## config.mk

```make
export PLATFORM = sky130hd
export DESIGN_NAME = i2c_reg_master_flat
export DESIGN_NICKNAME = d
export VERILOG_FILES = /design/src/rtl/i2c_reg_master_if.sv /design/src/rtl/i2c_reg_master.sv /design/src/flat_wrapper.sv
export SDC_FILE = /design/constraint.sdc
export NUM_CORES = 1
export LEC_CHECK = 0
export ABC_AREA = 1
export CAP_MARGIN = 20
export CORE_ASPECT_RATIO = 1.4
export CORE_MARGIN = 10
export CORE_UTILIZATION = 36
export CTS_BUF_LIST = sky130_fd_sc_hd__clkbuf_4
export CTS_CLUSTER_SIZE = 40
export DETAILED_ROUTE_END_ITERATION = 10
export PLACE_DENSITY = 0.66
export RECOVER_POWER = 100
export SETUP_SLACK_MARGIN = 0.2
export SYNTH_ARGS = -nofsm -noshare
export SYNTH_HDL_FRONTEND = slang
export SYNTH_SLANG_ARGS = --single-unit
```

## constraint.sdc

```tcl
create_clock -name clk -period 4.4 [get_ports clk]
set_clock_uncertainty 0.2 [all_clocks]
set_input_delay 0.66 -clock clk [delete_from_list [all_inputs] [get_ports clk]]
set_output_delay 0.66 -clock clk [all_outputs]
set_load 0.02 [all_outputs]
```

## src/rtl/i2c_reg_master_if.sv

```systemverilog
// i2c_reg_master_if: command/response handshake plus I2C pad signals.
//   cmd_*   : one write-byte or read-byte request (valid/ready)
//   rsp_*   : one-cycle completion pulse with read byte and NACK flag
//   busy    : transaction in flight
//   scl_*/sda_* : open-drain pads; *_t mirrors *_o (1 = released)
// Modports: master = the I2C master block's view, slave = the
// controlling logic / pad side that feeds it.
interface i2c_reg_master_if;
  logic       cmd_valid;
  logic       cmd_ready;
  logic [6:0] cmd_addr;
  logic       cmd_read;
  logic [7:0] cmd_data;
  logic       rsp_valid;
  logic [7:0] rsp_data;
  logic       rsp_nack;
  logic       busy;
  logic       scl_i, scl_o, scl_t;
  logic       sda_i, sda_o, sda_t;

  modport master (
    input  cmd_valid, cmd_addr, cmd_read, cmd_data, scl_i, sda_i,
    output cmd_ready, rsp_valid, rsp_data, rsp_nack, busy,
           scl_o, scl_t, sda_o, sda_t
  );

  modport slave (
    output cmd_valid, cmd_addr, cmd_read, cmd_data, scl_i, sda_i,
    input  cmd_ready, rsp_valid, rsp_data, rsp_nack, busy,
           scl_o, scl_t, sda_o, sda_t
  );
endinterface

```

## src/rtl/i2c_reg_master.sv

```systemverilog
// i2c_reg_master: single-transaction I2C master (1-byte write or 1-byte read).
// Ports:
//   clk    : system clock, rising edge
//   rst_n  : synchronous active-low reset
//   bus    : i2c_reg_master_if.master (command, response, SCL/SDA pads)
// Parameter PRESCALE: clk cycles per quarter SCL period (1..65535).
// Each bit is four phases P0..P3: SCL low in P0/P1, released in P2/P3.
// SDA changes only at P0 entry and is sampled on the last clk of P2.
module i2c_reg_master #(
  parameter int PRESCALE = 4
) (
  input logic             clk,
  input logic             rst_n,
  i2c_reg_master_if.master bus
);

  typedef enum logic [3:0] {
    S_IDLE, S_START, S_ADDR, S_ADDR_ACK, S_WRITE, S_WRITE_ACK,
    S_READ, S_READ_NACK, S_STOP, S_DONE
  } state_t;

  localparam logic [15:0] PS_LAST = 16'(PRESCALE - 1);

  state_t      state, state_nx;
  logic [15:0] cnt;
  logic [1:0]  phase;
  logic [2:0]  bit_cnt;
  logic [6:0]  addr_q;
  logic        read_q;
  logic [7:0]  wdata_q;
  logic [7:0]  rx_sh;
  logic        nack_q;
  logic [7:0]  rsp_data_q;
  logic        rsp_nack_q;
  logic        scl, sda;
  logic [7:0]  addr_byte;

  logic accept, active, stretch, tick, sample, bit_end, last_bit, multi_bit;

  assign addr_byte = {addr_q, read_q};
  assign accept    = (state == S_IDLE) && bus.cmd_valid;
  assign active    = (state != S_IDLE) && (state != S_DONE);
  // A slave holding SCL low while we release it freezes the phase timer.
  assign stretch   = scl & ~bus.scl_i;
  assign tick      = active && !stretch && (cnt == PS_LAST);
  assign sample    = tick && (phase == 2'd2);
  assign bit_end   = tick && (phase == 2'd3);
  assign last_bit  = (bit_cnt == 3'd0);
  assign multi_bit = (state == S_ADDR) || (state == S_WRITE) || (state == S_READ);

  always_ff @(posedge clk) begin
    if (!rst_n) begin
      state      <= S_IDLE;
      cnt        <= '0;
      phase      <= '0;
      bit_cnt    <= 3'd7;
      addr_q     <= '0;
      read_q     <= 1'b0;
      wdata_q    <= '0;
      rx_sh      <= '0;
      nack_q     <= 1'b0;
      rsp_data_q <= '0;
      rsp_nack_q <= 1'b0;
    end else begin
      state <= state_nx;

      if (!active) begin
        cnt   <= '0;
        phase <= '0;
      end else if (!stretch) begin
        if (cnt == PS_LAST) begin
          cnt   <= '0;
          phase <= phase + 2'd1;
        end else begin
          cnt <= cnt + 16'd1;
        end
      end

      if (accept) begin
        addr_q     <= bus.cmd_addr;
        read_q     <= bus.cmd_read;
        wdata_q    <= bus.cmd_data;
        rx_sh      <= '0;
        nack_q     <= 1'b0;
        rsp_data_q <= '0;
        rsp_nack_q <= 1'b0;
        bit_cnt    <= 3'd7;
      end

      // 3-bit down counter wraps 0 -> 7, so it is already reloaded for
      // the next byte state; single-bit states never touch it.
      if (bit_end && multi_bit)
        bit_cnt <= bit_cnt - 3'd1;

      if (sample) begin
        case (state)
          S_ADDR_ACK, S_WRITE_ACK: nack_q <= bus.sda_i;
          S_READ:                  rx_sh  <= {rx_sh[6:0], bus.sda_i};
          default: ;
        endcase
      end

      // Results become visible together with the DONE pulse.
      if (state == S_STOP && bit_end) begin
        rsp_data_q <= rx_sh;
        rsp_nack_q <= nack_q;
      end
    end
  end

  always_comb begin
    state_nx = state;
    scl      = 1'b1;
    sda      = 1'b1;
    case (state)
      S_IDLE:      if (bus.cmd_valid) state_nx = S_START;
      S_START: begin
        sda = ~phase[1];
        if (bit_end) state_nx = S_ADDR;
      end
      S_ADDR: begin
        scl = phase[1];
        sda = addr_byte[bit_cnt];
        if (bit_end && last_bit) state_nx = S_ADDR_ACK;
      end
      S_ADDR_ACK: begin
        scl = phase[1];
        if (bit_end) state_nx = nack_q ? S_STOP : (read_q ? S_READ : S_WRITE);
      end
      S_WRITE: begin
        scl = phase[1];
        sda = wdata_q[bit_cnt];
        if (bit_end && last_bit) state_nx = S_WRITE_ACK;
      end
      S_WRITE_ACK: begin
        scl = phase[1];
        if (bit_end) state_nx = S_STOP;
      end
      S_READ: begin
        scl = phase[1];
        if (bit_end && last_bit) state_nx = S_READ_NACK;
      end
      S_READ_NACK: begin
        scl = phase[1];
        if (bit_end) state_nx = S_STOP;
      end
      S_STOP: begin
        scl = (phase != 2'd0);
        sda = (phase == 2'd3);
        if (bit_end) state_nx = S_DONE;
      end
      S_DONE:      state_nx = S_IDLE;
      default:     state_nx = S_IDLE;
    endcase
  end

  assign bus.scl_o     = scl;
  assign bus.scl_t     = scl;
  assign bus.sda_o     = sda;
  assign bus.sda_t     = sda;
  assign bus.cmd_ready = (state == S_IDLE);
  assign bus.busy      = (state != S_IDLE);
  assign bus.rsp_valid = (state == S_DONE);
  assign bus.rsp_data  = rsp_data_q;
  assign bus.rsp_nack  = rsp_nack_q;

endmodule

```

## src/flat_wrapper.sv

```systemverilog
// flat-port wrapper written by rule: the top's interface ports become plain ports
module i2c_reg_master_flat 
#(
  parameter int PRESCALE = 4
)
  (clk, rst_n, bus_cmd_valid, bus_cmd_addr, bus_cmd_read, bus_cmd_data, bus_scl_i, bus_sda_i, bus_cmd_ready, bus_rsp_valid, bus_rsp_data, bus_rsp_nack, bus_busy, bus_scl_o, bus_scl_t, bus_sda_o, bus_sda_t);
  i2c_reg_master_if bus_i ();
  input logic clk;
  input logic rst_n;
  input wire logic [$bits(bus_i.cmd_valid)-1:0] bus_cmd_valid;
  input wire logic [$bits(bus_i.cmd_addr)-1:0] bus_cmd_addr;
  input wire logic [$bits(bus_i.cmd_read)-1:0] bus_cmd_read;
  input wire logic [$bits(bus_i.cmd_data)-1:0] bus_cmd_data;
  input wire logic [$bits(bus_i.scl_i)-1:0] bus_scl_i;
  input wire logic [$bits(bus_i.sda_i)-1:0] bus_sda_i;
  output wire logic [$bits(bus_i.cmd_ready)-1:0] bus_cmd_ready;
  output wire logic [$bits(bus_i.rsp_valid)-1:0] bus_rsp_valid;
  output wire logic [$bits(bus_i.rsp_data)-1:0] bus_rsp_data;
  output wire logic [$bits(bus_i.rsp_nack)-1:0] bus_rsp_nack;
  output wire logic [$bits(bus_i.busy)-1:0] bus_busy;
  output wire logic [$bits(bus_i.scl_o)-1:0] bus_scl_o;
  output wire logic [$bits(bus_i.scl_t)-1:0] bus_scl_t;
  output wire logic [$bits(bus_i.sda_o)-1:0] bus_sda_o;
  output wire logic [$bits(bus_i.sda_t)-1:0] bus_sda_t;
  assign bus_i.cmd_valid = bus_cmd_valid;
  assign bus_i.cmd_addr = bus_cmd_addr;
  assign bus_i.cmd_read = bus_cmd_read;
  assign bus_i.cmd_data = bus_cmd_data;
  assign bus_i.scl_i = bus_scl_i;
  assign bus_i.sda_i = bus_sda_i;
  assign bus_cmd_ready = bus_i.cmd_ready;
  assign bus_rsp_valid = bus_i.rsp_valid;
  assign bus_rsp_data = bus_i.rsp_data;
  assign bus_rsp_nack = bus_i.rsp_nack;
  assign bus_busy = bus_i.busy;
  assign bus_scl_o = bus_i.scl_o;
  assign bus_scl_t = bus_i.scl_t;
  assign bus_sda_o = bus_i.sda_o;
  assign bus_sda_t = bus_i.sda_t;
  i2c_reg_master #(.PRESCALE(PRESCALE)) u_core (.clk(clk), .rst_n(rst_n), .bus(bus_i));
endmodule
```

### Word level (Yosys, flattened, before mapping)

Cells that the tools add are included.

| storage, ports and cells | value |
|---|---|
| word-level logic and storage cells | 94 |
| bits in read-only memories | 0 |
| input bits | 21 |
| memories | 0 |
| bits in latches | 0 |
| flip-flop bits (word level) | 59 |
| memory bits (writable) | 0 |

| operators by class | value |
|---|---|
| magnitude comparators | 1 |
| shift-type cells | 0 |
| add/subtract/negate cells | 3 |
| bitwise operators | 4 |
| multiply operators | 0 |
| reduce and logical (&&, ||, !) cells | 24 |
| divide/modulo/power cells | 0 |
| muxes and demuxes | 30 |
| equality and inequality tests | 21 |

Operators with widths:

| kind | count |
|---|---|
| $mux 8 | 5 |
| $mux 4 | 9 |
| $pmux 4 s8 | 1 |
| $add 16x1->16 const B | 1 |
| $eq 16x2->1 const B | 1 |
| $eq 4x3->1 const B | 4 |
| $mux 16 | 1 |
| $logic_and 1x1->1 | 9 |
| $eq 4x2->1 const B | 2 |
| $eq 4x4->1 const B | 2 |
| $ne 2x1->1 const B | 4 |
| $ne 2x2->1 const B | 4 |
| $reduce_and 8->1 | 1 |
| $mux 1 | 7 |
| $bmux 1 s3 | 2 |
| $mux 3 | 2 |
| $reduce_bool 2->1 | 3 |
| $reduce_or 6->1 | 1 |
| $eq 2x2->1 const B | 2 |
| $eq 4x1->1 const B | 1 |
| $logic_not 4->1 | 1 |
| $lt 3x4->1 const B | 1 |
| $ne 4x4->1 const B | 1 |
| $pmux 1 s4 | 1 |
| 12 further kinds | 17 |

### Logic depth before layout (Yosys ltp)

| logic depth | value |
|---|---|
| depth in word-level cells | 11 |
| mapped depth | 13 |
| mapped depth without buffers | 12 |

### Worst setup path before layout

Ideal clock, no wire load.

| path | value |
|---|---|
| path kind | flip-flop to output port |
| start point | reg u_core.bit_cnt[0] |
| end point | out bus_sda_t |
| cell stages (with the launch flop) | 8 |
| arrival time | 1577 ps |
| setup slack | 1963 ps |
| cells stage by stage | dfxtp_1 > clkbuf_1 > clkinv_1 > o21ai_0 > nand3_1 > nand3_1 > nand3_1 > buf_4 |

| between the ends | value |
|---|---|
| cells in the longest elaborated chain, start to end | 3 |

RTL lines:

| element | RTL line | text |
|---|---|---|
| start: declaration | i2c_reg_master.sv:27 | `logic [2:0] bit_cnt;` |
| start signal: assignment | i2c_reg_master.sv:93 | `bit_cnt <= bit_cnt - 3'd1;` |
| $bmux 1 s3 (on tied branches) | i2c_reg_master.sv:132, i2c_reg_master.sv:123 |  |
| $mux 1 (on tied branches) | i2c_reg_master.sv:132, i2c_reg_master.sv:123 |  |
| $pmux 1 s4 (*) | i2c_reg_master.sv:115 | `case (state)` |
| end: declaration | flat_wrapper.sv:24 | `output wire logic [$bits(bus_i.sda_t)-1:0] bus_sda_t;` |

Mark *: on every way between the ends. The rest lies on a longest branch, timed or not. The select of a mux whose other input is x is not followed.

### Worst setup path in the final report

| path | value |
|---|---|
| start point | in rst_n |
| end point | reg u_core.cnt[10] |

| between the ends | value |
|---|---|
| cells in the longest elaborated chain, start to end | 1 |

RTL lines:

| element | RTL line | text |
|---|---|---|
| start: declaration | flat_wrapper.sv:9 | `input logic rst_n;` |
| $reduce_and 2->1 (no source line) | -- |  |
| end signal: assignment | i2c_reg_master.sv:75 | `cnt <= cnt + 16'd1;` |
| end: declaration | i2c_reg_master.sv:25 | `logic [15:0] cnt;` |

Every way passes these cells.
A chain may end at the register's enable or synchronous reset.

==> impl_metrics.yaml <==
floorplanning:
  die_area_um2: 12800
  ioPinCount: 37
  row_count: 40
  initial_core_util_pct: 36.6
  die_y_um: 130
  core_um2: 8510
  die-width_um: 98.6
worst_setup_path:
  slowest_stage: "clkbuf_1"
  cp-start-kind: "input port"
  crit_buf_inv: 4
  cpPeakStageDelay_ns: 0.82
  worst_path_dominant_cell_family: "buffers and inverters"
  critical_path_class: "in2reg"
  end_kind: "flop"
  path_cells: "dlygate4sd3_1 > clkbuf_1 > inv_1 > nor2_1 > nand2_1 > inv_1 > o21ai_0 > a21oi_1"
  worstPathMaxFanout: 32
  cp.arrival_ns: 3.56
  crit_path_frequent_cell: "inv_1"
  required_ns: 4.54
final_layout:
  nNetsFinal: 487
  final_common_cell: "nor2_1"
  final_cell_mix: "60 x nor2_1, 59 x dfxtp_1, 54 x nand2_1, 53 x a21oi_1, 51 x inv_1"
  area_growth_pct: 15.1
  num_antenna_cells: 0
  drive_gt1_share_pct: 8.60
yosys:
  muxShareOfSynthArea_pct: 0
  netlist_area_um2: 3110
  synth_top_area_share_pct: 37.9
  synth_edf_count: 0
  ys_async_sr_fraction_pct: 0
  ys_warn_count: 0
  synth_fa_ha_area_share_pct: 2.41
  synth_xor_area_share_pct: 0.844
  synth_seq_cells: 59
  synth.yosys.seq_area_share_pct: 37.9
  ys.flop_type: "dfxtp_1"
  ys_types: 40
  synth_cells: 426
  synth_nets: 453
  synth_compound_area_share_pct: 18.9
  synth_top_family_by_area: "simple AND/OR/NAND/NOR gates"
  synth_area_leaders: "dfxtp_1 38%, a21oi_1 8.5%, nor2_1 6.9%"
  synth_top_area_cell: "dfxtp_1"
  synth_simple_gate_area_share_pct: 30.0
  syn_avg_cell_area_um2: 7.31
sta:
  rsz0062_at_grt: "false"
  slew_headroom_pct: 26.2
  finalHoldViolCount: 0
  fmax_mhz: 293
  fin_crit_ns: 3.41
  tightest_slew_ns: 1.11
  min_period_over_period_pct: 77.6
  setup-tns-final_ns: 0
  slew_viol_final: 0
  setup_viol: 0
global_routing:
  grt_pass1_wl_um: 12900
  grt_overflow_total: 0
  grt_antenna_before_repair: 0
  grt_max_degree: 45
  grt_pass1_vias: 2842
  grt_util_all_layers_pct: 12.4
clocking:
  numCtsBuffers: 9
  ctsHoldBuffers: 0
  cts_post_setup_buffers_inserted: 0
  clockRootBuffer: "clkbuf_4"
  cts_tree: "built"
  ctsResizeCount: 0
  cts-htree-levels: 3
  clk_pin_slew_worst_paths_ns: 0.09
  clock_sink_count: 59
  cts_buffer_depth: 2
  clock_latency_ns: 0.42
power:
  p_total_uw: 2020
  power_density_nw_per_um2: 564
  p_leak_uw: 0.00147
  ir_worst_vdd_mv: 0.447
detailed_routing:
  ant_nets: 0
  drt-total-wl_um: 7510
  num_vias: 2853
  drt_drc_violations_left: 0
  routedWlPerCell_um: 13.2
  drt_iter0_markers: 122
  viasPerCell: 5.01
  drt-pass1-iter-count: 4
placement:
  io_buffers: 36
  gp_congestion: 0.904
  place_hpwl_um: 5790
flow_run:
  max-cap-violations: 0
status:
  status: "finished clean"
min_path:
  min_path_type: "reg2reg"
## report_power, final
part,switching (uW),internal (uW)
Sequential,56.4,611
Clock,206,241
Combinational,615,292
## stage by stage
step	std cells	hold slack [ns]	util, %	cell area (um2)	setup WS, ns
5_1_grt	570	0.304	42.1	3580	0.599
6_report	570	0.268	42.1	3580	0.986
3_3_place_gp	554	0.253	41.4	3530	1.65
2_1_floorplan	426	0.229	-	3110	1.96
3_5_place_dp	554	0.256	41.4	3530	1.56
4_1_cts	570	0.270	43.3	3690	1.08
## flip-flops by register name, indices dropped and copies added, names as in the netlist, 2 cells and up
| signal | flops |
|---|---|
| u_core.cnt | 16 |
| u_core.bus.rsp_data | 8 |
| u_core.rx_sh | 8 |
| u_core.wdata_q | 8 |
| u_core.addr_q | 7 |
| u_core.state | 4 |
| u_core.bit_cnt | 3 |
| u_core.phase | 2 |
## path summary, 6_finish.rpt
| check | start | endpoint | slack [ns] | depth (start not counted) |
|---|---|---|---|---|
| worst max-delay path | rst_n | u_core.cnt[10] | 0.99 | 8 |
| worst min-delay path | u_core.addr_q[4] | u_core.addr_q[4] | 0.27 | 2 |
| worst max register to register | u_core.state[3] | u_core.bus.rsp_data[6] | 1.24 | 10 |
| worst min register to register | u_core.addr_q[4] | u_core.addr_q[4] | 0.27 | 2 |
## final cells by class
cell class | instances | area (um2)
clock buffer | 11 | 82.6
clock inverter | 5 | 77.6
fill | 922 | 4920
sequential | 59 | 1180
timing repair buffer | 37 | 364
inverter | 58 | 220
multi-input combinational | 295 | 1530
tap | 105 | 131
## cells in the mapped netlist (6+ instances only)
library cell and n:
inv_2 7, nor3_1 10, a21oi_1 53, dfxtp_1 59, o21ai_1 14, o21ai_0 30
nand4_1 6, nor2_1 57, ha_1 6, nand2_1 51, inv_1 49, nand3_1 28
## worst register-to-register path, stage by stage (launching register included)
cell     delay (ns)
dfxtp_1        0.43
inv_1          0.11
nor2_1         0.21
nand2_2        0.11
nand2_1        0.08
nand3_1        0.12
nand2_1        0.43
nand2_1        0.27
nor3_1         0.83
nand2_1        0.14
a21oi_1        0.19
## cells by family after synthesis
logic type,count (synthesis)
compound gates,108
xor+xnor,3
fa+ha+maj,6
buf+inv,72
flops,59
simple gates,178
## routing by layer
layer,wire length [um],global-route usage [%]
met5,0,0
met3,345,3.60
met2,3850,22.2
met1,3080,12.3
met4,240,7.78
Power figures use the tool's default switching activity.
